--- src/rtl/ccff_pkg.sv ---
// Shared definitions for the configuration-chain loader: FSM state encoding
// and default geometry of the bitstream and its input words.
package ccff_pkg;

    localparam int unsigned BITSTREAM_SIZE_DEF = 29696;
    localparam int unsigned WORD_W_DEF         = 32;

    typedef enum logic [2:0] {
        IDLE  = 3'd0,
        SHIFT = 3'd1,
        CHECK = 3'd2,
        DONE  = 3'd3,
        ERROR = 3'd4
    } ccff_state_e;

endpackage

--- src/rtl/ccff_word_buf.sv ---
// Two-deep word buffer feeding the chain serialiser: a shift register that
// hands out bits MSB first, backed by a holding register for bubble-free reload.
import ccff_pkg::*;

module ccff_word_buf #(
    parameter int unsigned WORD_W = WORD_W_DEF
) (
    input  logic              prog_clk,
    input  logic              prog_reset,
    input  logic              flush,
    input  logic              accept_en,
    input  logic              pop,
    input  logic [WORD_W-1:0] in_data,
    input  logic              in_valid,
    output logic              in_ready,
    output logic              bit_avail,
    output logic              bit_msb
);

    localparam int unsigned CNT_W = $clog2(WORD_W + 1);

    logic [WORD_W-1:0] sr_q, sr_d;
    logic [CNT_W-1:0]  sr_cnt_q, sr_cnt_d;
    logic [WORD_W-1:0] hr_q, hr_d;
    logic              hr_valid_q, hr_valid_d;

    logic shift_now;
    logic sr_empty_next;
    logic accept;

    always_comb begin
        sr_d       = sr_q;
        sr_cnt_d   = sr_cnt_q;
        hr_d       = hr_q;
        hr_valid_d = hr_valid_q;

        bit_avail     = (sr_cnt_q != '0);
        bit_msb       = sr_q[WORD_W-1];
        shift_now     = pop && bit_avail;
        sr_empty_next = (sr_cnt_q == '0) || (shift_now && (sr_cnt_q == CNT_W'(1)));
        // The holding register may take a new word in the same cycle it drains.
        in_ready      = accept_en && (!hr_valid_q || sr_empty_next);
        accept        = in_valid && in_ready;

        if (shift_now) begin
            sr_d     = sr_q << 1;
            sr_cnt_d = sr_cnt_q - CNT_W'(1);
        end

        if (sr_empty_next) begin
            if (hr_valid_q) begin
                sr_d       = hr_q;
                sr_cnt_d   = CNT_W'(WORD_W);
                hr_valid_d = accept;
                if (accept) begin
                    hr_d = in_data;
                end
            end else if (accept) begin
                sr_d     = in_data;
                sr_cnt_d = CNT_W'(WORD_W);
            end
        end else if (accept) begin
            hr_d       = in_data;
            hr_valid_d = 1'b1;
        end

        if (flush) begin
            sr_cnt_d   = '0;
            hr_valid_d = 1'b0;
        end
    end

    always_ff @(posedge prog_clk) begin
        if (prog_reset) begin
            sr_q       <= '0;
            sr_cnt_q   <= '0;
            hr_q       <= '0;
            hr_valid_q <= 1'b0;
        end else begin
            sr_q       <= sr_d;
            sr_cnt_q   <= sr_cnt_d;
            hr_q       <= hr_d;
            hr_valid_q <= hr_valid_d;
        end
    end

endmodule

--- src/rtl/ccff_loader.sv ---
// Streams a bitstream into a configuration flip-flop chain and verifies the
// load by checking that the first bit shifted in has emerged at the chain tail.
import ccff_pkg::*;

module ccff_loader #(
    parameter int unsigned BITSTREAM_SIZE = BITSTREAM_SIZE_DEF,
    parameter int unsigned WORD_W         = WORD_W_DEF
) (
    input  logic                                  prog_clk,
    input  logic                                  prog_reset,
    input  logic                                  start,
    input  logic                                  abort,
    input  logic [WORD_W-1:0]                     bs_data,
    input  logic                                  bs_valid,
    output logic                                  bs_ready,
    output logic                                  ccff_head,
    output logic                                  ccff_shift_en,
    input  logic                                  ccff_tail,
    output logic                                  busy,
    output logic                                  done,
    output logic                                  error,
    output logic [$clog2(BITSTREAM_SIZE+1)-1:0]   bit_count
);

    localparam int unsigned CNT_W = $clog2(BITSTREAM_SIZE + 1);
    localparam logic [CNT_W-1:0] LAST_IDX = CNT_W'(BITSTREAM_SIZE - 1);

    ccff_state_e      state_q, state_d;
    logic             head_q, head_d;
    logic             shift_en_q, shift_en_d;
    logic             busy_q, busy_d;
    logic             done_q, done_d;
    logic             error_q, error_d;
    logic [CNT_W-1:0] bit_count_q, bit_count_d;
    logic             first_bit_q, first_bit_d;
    logic             check_wait_q, check_wait_d;

    logic buf_flush;
    logic buf_accept_en;
    logic buf_pop;
    logic buf_bit_avail;
    logic buf_bit_msb;

    ccff_word_buf #(
        .WORD_W (WORD_W)
    ) u_word_buf (
        .prog_clk   (prog_clk),
        .prog_reset (prog_reset),
        .flush      (buf_flush),
        .accept_en  (buf_accept_en),
        .pop        (buf_pop),
        .in_data    (bs_data),
        .in_valid   (bs_valid),
        .in_ready   (bs_ready),
        .bit_avail  (buf_bit_avail),
        .bit_msb    (buf_bit_msb)
    );

    always_comb begin
        state_d      = state_q;
        head_d       = head_q;
        shift_en_d   = 1'b0;
        busy_d       = busy_q;
        done_d       = done_q;
        error_d      = error_q;
        bit_count_d  = bit_count_q;
        first_bit_d  = first_bit_q;
        check_wait_d = check_wait_q;
        buf_flush    = 1'b0;
        buf_pop      = 1'b0;

        buf_accept_en = (state_q == SHIFT) && !abort
                        && !(buf_bit_avail && (bit_count_q == LAST_IDX));

        case (state_q)
            IDLE, DONE, ERROR: begin
                if (start) begin
                    state_d     = SHIFT;
                    bit_count_d = '0;
                    done_d      = 1'b0;
                    error_d     = 1'b0;
                    busy_d      = 1'b1;
                    buf_flush   = 1'b1;
                end
            end
            SHIFT: begin
                if (abort) begin
                    state_d   = IDLE;
                    busy_d    = 1'b0;
                    buf_flush = 1'b1;
                end else if (buf_bit_avail) begin
                    buf_pop     = 1'b1;
                    head_d      = buf_bit_msb;
                    shift_en_d  = 1'b1;
                    bit_count_d = bit_count_q + CNT_W'(1);
                    if (bit_count_q == '0) begin
                        first_bit_d = buf_bit_msb;
                    end
                    if (bit_count_q == LAST_IDX) begin
                        state_d      = CHECK;
                        check_wait_d = 1'b1;
                        buf_flush    = 1'b1;
                    end
                end
            end
            CHECK: begin
                // First CHECK cycle lets the final bit land in the chain.
                if (abort) begin
                    state_d = IDLE;
                    busy_d  = 1'b0;
                end else if (check_wait_q) begin
                    check_wait_d = 1'b0;
                end else begin
                    busy_d = 1'b0;
                    if (ccff_tail == first_bit_q) begin
                        state_d = DONE;
                        done_d  = 1'b1;
                    end else begin
                        state_d = ERROR;
                        error_d = 1'b1;
                    end
                end
            end
            default: begin
                state_d = IDLE;
                busy_d  = 1'b0;
            end
        endcase
    end

    always_ff @(posedge prog_clk) begin
        if (prog_reset) begin
            state_q      <= IDLE;
            head_q       <= 1'b0;
            shift_en_q   <= 1'b0;
            busy_q       <= 1'b0;
            done_q       <= 1'b0;
            error_q      <= 1'b0;
            bit_count_q  <= '0;
            first_bit_q  <= 1'b0;
            check_wait_q <= 1'b0;
        end else begin
            state_q      <= state_d;
            head_q       <= head_d;
            shift_en_q   <= shift_en_d;
            busy_q       <= busy_d;
            done_q       <= done_d;
            error_q      <= error_d;
            bit_count_q  <= bit_count_d;
            first_bit_q  <= first_bit_d;
            check_wait_q <= check_wait_d;
        end
    end

    assign ccff_head     = head_q;
    assign ccff_shift_en = shift_en_q;
    assign busy          = busy_q;
    assign done          = done_q;
    assign error         = error_q;
    assign bit_count     = bit_count_q;

endmodule

--- config.mk ---
export PLATFORM = sky130hd
export DESIGN_NAME = ccff_loader
export DESIGN_NICKNAME = d
export VERILOG_FILES = /design/src/rtl/ccff_pkg.sv /design/src/rtl/ccff_word_buf.sv /design/src/rtl/ccff_loader.sv
export SDC_FILE = /design/constraint.sdc
export NUM_CORES = 1
export LEC_CHECK = 0
export CAP_MARGIN = 0
export CORE_UTILIZATION = 56
export DETAILED_ROUTE_END_ITERATION = 16
export PLACE_DENSITY = 0.8
export SLEW_MARGIN = 0
export SYNTH_ARGS = -nofsm -noshare
export SYNTH_HDL_FRONTEND = slang
export SYNTH_HIERARCHICAL = 1
export SYNTH_SLANG_ARGS = --single-unit
--- constraint.sdc ---
create_clock -name prog_clk -period 3.2 [get_ports prog_clk]
set_input_delay 0.32 -clock prog_clk [delete_from_list [all_inputs] [get_ports prog_clk]]
set_output_delay 0.32 -clock prog_clk [all_outputs]
set_load 0.005 [all_outputs]
==> out/results.md <==
Synth
* 0% — share of flip-flops with an asynchronous set or reset after synthesis
* 0 — number of enable-type register cells in the synthesized netlist
* 9.32 µm² — Avg Synthesized Cell Area
* 6 — Synth Warn #
* dfxtp_1 — most frequently used flop master after synthesis
* 567 — number of nets in the synthesized netlist
* 62 — Distinct cells, synth
* 39.3% — sequential-to-total area share from yosys stat
* 525 — Syn Inst Count
* 4890 µm² — cell area after technology mapping
* 96 — number of register bits inferred by synthesis

Global routing
* 0 — GRT Residual Overflow
* 24.3% — global-route total usage across every layer
* 17,500 µm — first-pass GRT wire length
* 50 — maximum number of pins on one net before global-route repair
* 0 — antenna violations before repair
* 3,797 — vias in the first global route

Setup path
* register to output pin — category of the critical setup timing path
* 2680 ps — arrival time reported for the critical path endpoint
* clkdlybuf4s50_1 — slowest CP cell
* 2880 ps — data required time at the worst endpoint
* 400 ps — reg2reg setup slack
* output pin — Crit. End Element
* inv_1 — most numerous cell on the critical path
* register — type of element launching the critical path
* 5 — largest fanout on the critical path
* 520 ps — Critical Path Max Stage Delay
* inv_1, ha_2, nor2b_4, nand2_1, nand4_1, nor4_4, or2b_1, inv_1, and2_1, clkdlybuf4s50_1 — worst-path cell chain

Worst hold path
* input pin to register — type of the worst min-delay path

Power
* 2.24 mW — total power draw
* 1.80 nW — standby leakage power
* 0.583 mW — Switch Pwr
* 55.7% — proportion of power drawn by flip-flops and latches
* 0.302 mV — Max VDD drop
* 26.0% — fraction of power spent switching nets
* 32.1% — clock share of power
* 12.2% — combinational fraction of design power
* 1.66 mW — Internal Dissipation
* 395 nW/µm² — power per cell area

Placement
* 58 — IO Port Bufs
* 659 — placed instance count
* 5480 µm² — Area after DPL
* -45.3 ps — Post-Place Setup Slack
* 7110 µm — placed wire-length estimate
* 0.804 — gpl congestion

Timing
* 0 ps — final sum of negative setup slack
* no — unrepaired setup endpoints after global routing
* 0 — Max Slew Vio Count
* 820 ps — slew of the pin with the lowest slew margin
* 3000 ps — shortest period the worst path allows
* 0 — Final Hold Violating Endpoints
* 0 — final setup violating endpoints
* 198 ps — final setup slack of the worst path
* 0.333 GHz — Max Fclk
* 45.3% — slew margin rel.
* 93.8% — crit share post-route
* 9.50 ps — largest clock skew in the final design

Die
* 33 — Row Count
* 95.5 µm — Die Height
* 58.7% — initial cell density of the core
* 8340 µm² — standard cell core area
* 95.5 µm — die width
* 59 — I/O Pins
* 9110 µm² — full die area

Clock network
* clkbuf_8 — CTS Root Cell
* 0 — post-CTS setup buffer count
* 2 — Max Root-Sink Buffers
* 90 ps — clock transition at the registers of the reported paths
* 3 — H-tree levels
* done — TritonCTS clock tree
* 360 ps — clock latency on the worst-skew pair
* 0 — CTS hold repair buffers
* 96 — sink count of the clock tree
* 9 — Inserted Clock Buffers

Routing
* 3,982 — total number of vias
* 10,400 µm — total detailed-routing wirelength
* 0 — number of DRC violations after detailed routing
* 4860 µm — met2 wirelength from detailed routing
* 4870 µm — Metal-1 WL
* 469 µm — length of routed met3 wiring
* 15.4 µm — drt wl/cell
* 221 — 1st-iter DRT viols
* 5 — Initial DRT Pass Iterations
* met4 — highest metal used
* 5.91 — detailed-route vias per instance
* 0 — Antenna Violating Nets Remaining

Job
* 0 — number of maximum-capacitance violations

Layout
* 2730 µm² — area of the multi-input gates
* 16.2% — P&R area growth vs syn
* 0 — Diodes inserted
* 676 — number of filler instances in the final layout
* dfxtp_1 — most common cell after layout, fill and taps aside
* 95 x dfxtp_1, 65 x mux2i_1, 64 x nand2b_1 — most frequent cells in the layout
* 607 — post-layout net count
* 674 — Final Instance Count excl. Fillers
* 1920 µm² — storage element area
* 5680 µm² — final non-filler cell area
* 10.5% — share of final-layout standard cells stronger than drive strength 1

Outcome
* complete, no violations — run status

[registers in the layout, summed over array words and instances (netlist names), 3 cells and up]
register	cells
u_word_buf/hr_q	32
u_word_buf/sr_q	32
bit_count	15
u_word_buf/sr_cnt_q	6
state_q	3
[power groups by stage]
stage                     combinational (mW)  sequential [mW]  clock, mW
after floorplan                        0.187             1.27          0
after detailed placement               0.273             1.28          0
after global placement                 0.266             1.27          0
after CTS                              0.274             1.25      0.740
final                                  0.275             1.25      0.720
after global routing                   0.303             1.25      0.786
[Yosys cell counts (2+ instances only)]
cell      count  share of area, %
buf_6        10               2.3
buf_2         7              0.72
and2_1        2              0.26
buf_4         3              0.46
and3_1        2              0.26
nor2b_1       2              0.26
a21oi_1      39               4.0
o41ai_1       2              0.36
mux2i_1      65                13
or3_1         8               1.0
a221oi_1     17               3.0
clkbuf_1     20               1.5
inv_1        13               1.0
nand2b_1     64               8.2
o22ai_2      10               2.6
a22oi_1      16               2.5
nand4_1       5              0.64
a211oi_1      2              0.31
nor4_1        5              0.64
o21ai_1       2              0.20
nand3_1       7              0.72
ha_1          4               1.0
nor3_1        9              0.92
o21ai_0      10               1.0
dfxtp_1      96                39
or4b_2        2              0.41
and2b_1       2              0.31
nand2_1      31               2.4
o22ai_1       4              0.51
xnor2_1       2              0.36
nor4b_1       2              0.36
nor2_1       21               1.6
o31ai_1       6              0.92
or3_2         2              0.31
or4_1         6              0.92
[per-layer routing]
layer  GRT usage, %  vias to the layer above
met5              0                        -
met4           8.33                        0
met3           3.91                       14
met2           40.4                      115
met1           32.0                     1867
li1               -                     1986
[final cells by class]
class,instances,area share [%]
Tap cell,105,2.31
Clock buffer,11,2.49
Clock inverter,4,0.550
Multi-Input combinational cell,375,48.0
Inverter,13,0.858
Timing Repair Buffer,70,11.9
Sequential cell,96,33.8
[final timing paths]
check                                   to  cells past startpoint                         startpoint
max                               bs_ready                     10  u_word_buf/sr_cnt_q[1]$_SDFF_PP0_
min               ccff_shift_en$_SDFF_PP0_                      2                         prog_reset
max reg2reg  u_word_buf/sr_q[9]$_SDFF_PP0_                     12  u_word_buf/sr_cnt_q[1]$_SDFF_PP0_
min reg2reg         ccff_head$_SDFFE_PP0P_                      2             ccff_head$_SDFFE_PP0P_
[timing repair]
action,in CTS,in global routing
gates resized for setup,2,7
pin swaps,0,1
setup endpoints to repair,8,3
[cell families (layout without fill, tap and decap cells)]
kind of cell | Yosys count | count (layout) | share of synthesized area, %
compound gates | 118 | 118 | 17.3
xor+xnor | 3 | 3 | 0.537
fa+ha+maj | 5 | 5 | 1.23
buf+inv | 54 | 98 | 6.09
flops | 96 | 96 | 39.3
mux | 66 | 66 | 13.5
simple gates | 183 | 183 | 22.0
[through the flow]
stage / hold slack, ps / utilization [%]
floorplan: 444 / -
global placement: 447 / 65.7
detailed placement: 459 / 65.7
CTS: 462 / 67.8
global route: 496 / 68.2
finish: 464 / 68.2
[critical path: cells and delay by family (launching register included)]
kind | cells | cell delay (ps)
fa+ha+maj | 1 | 220
buf+inv | 3 | 710
flops | 1 | 330
simple gates | 6 | 1040
Power figures use the tool's default switching activity.
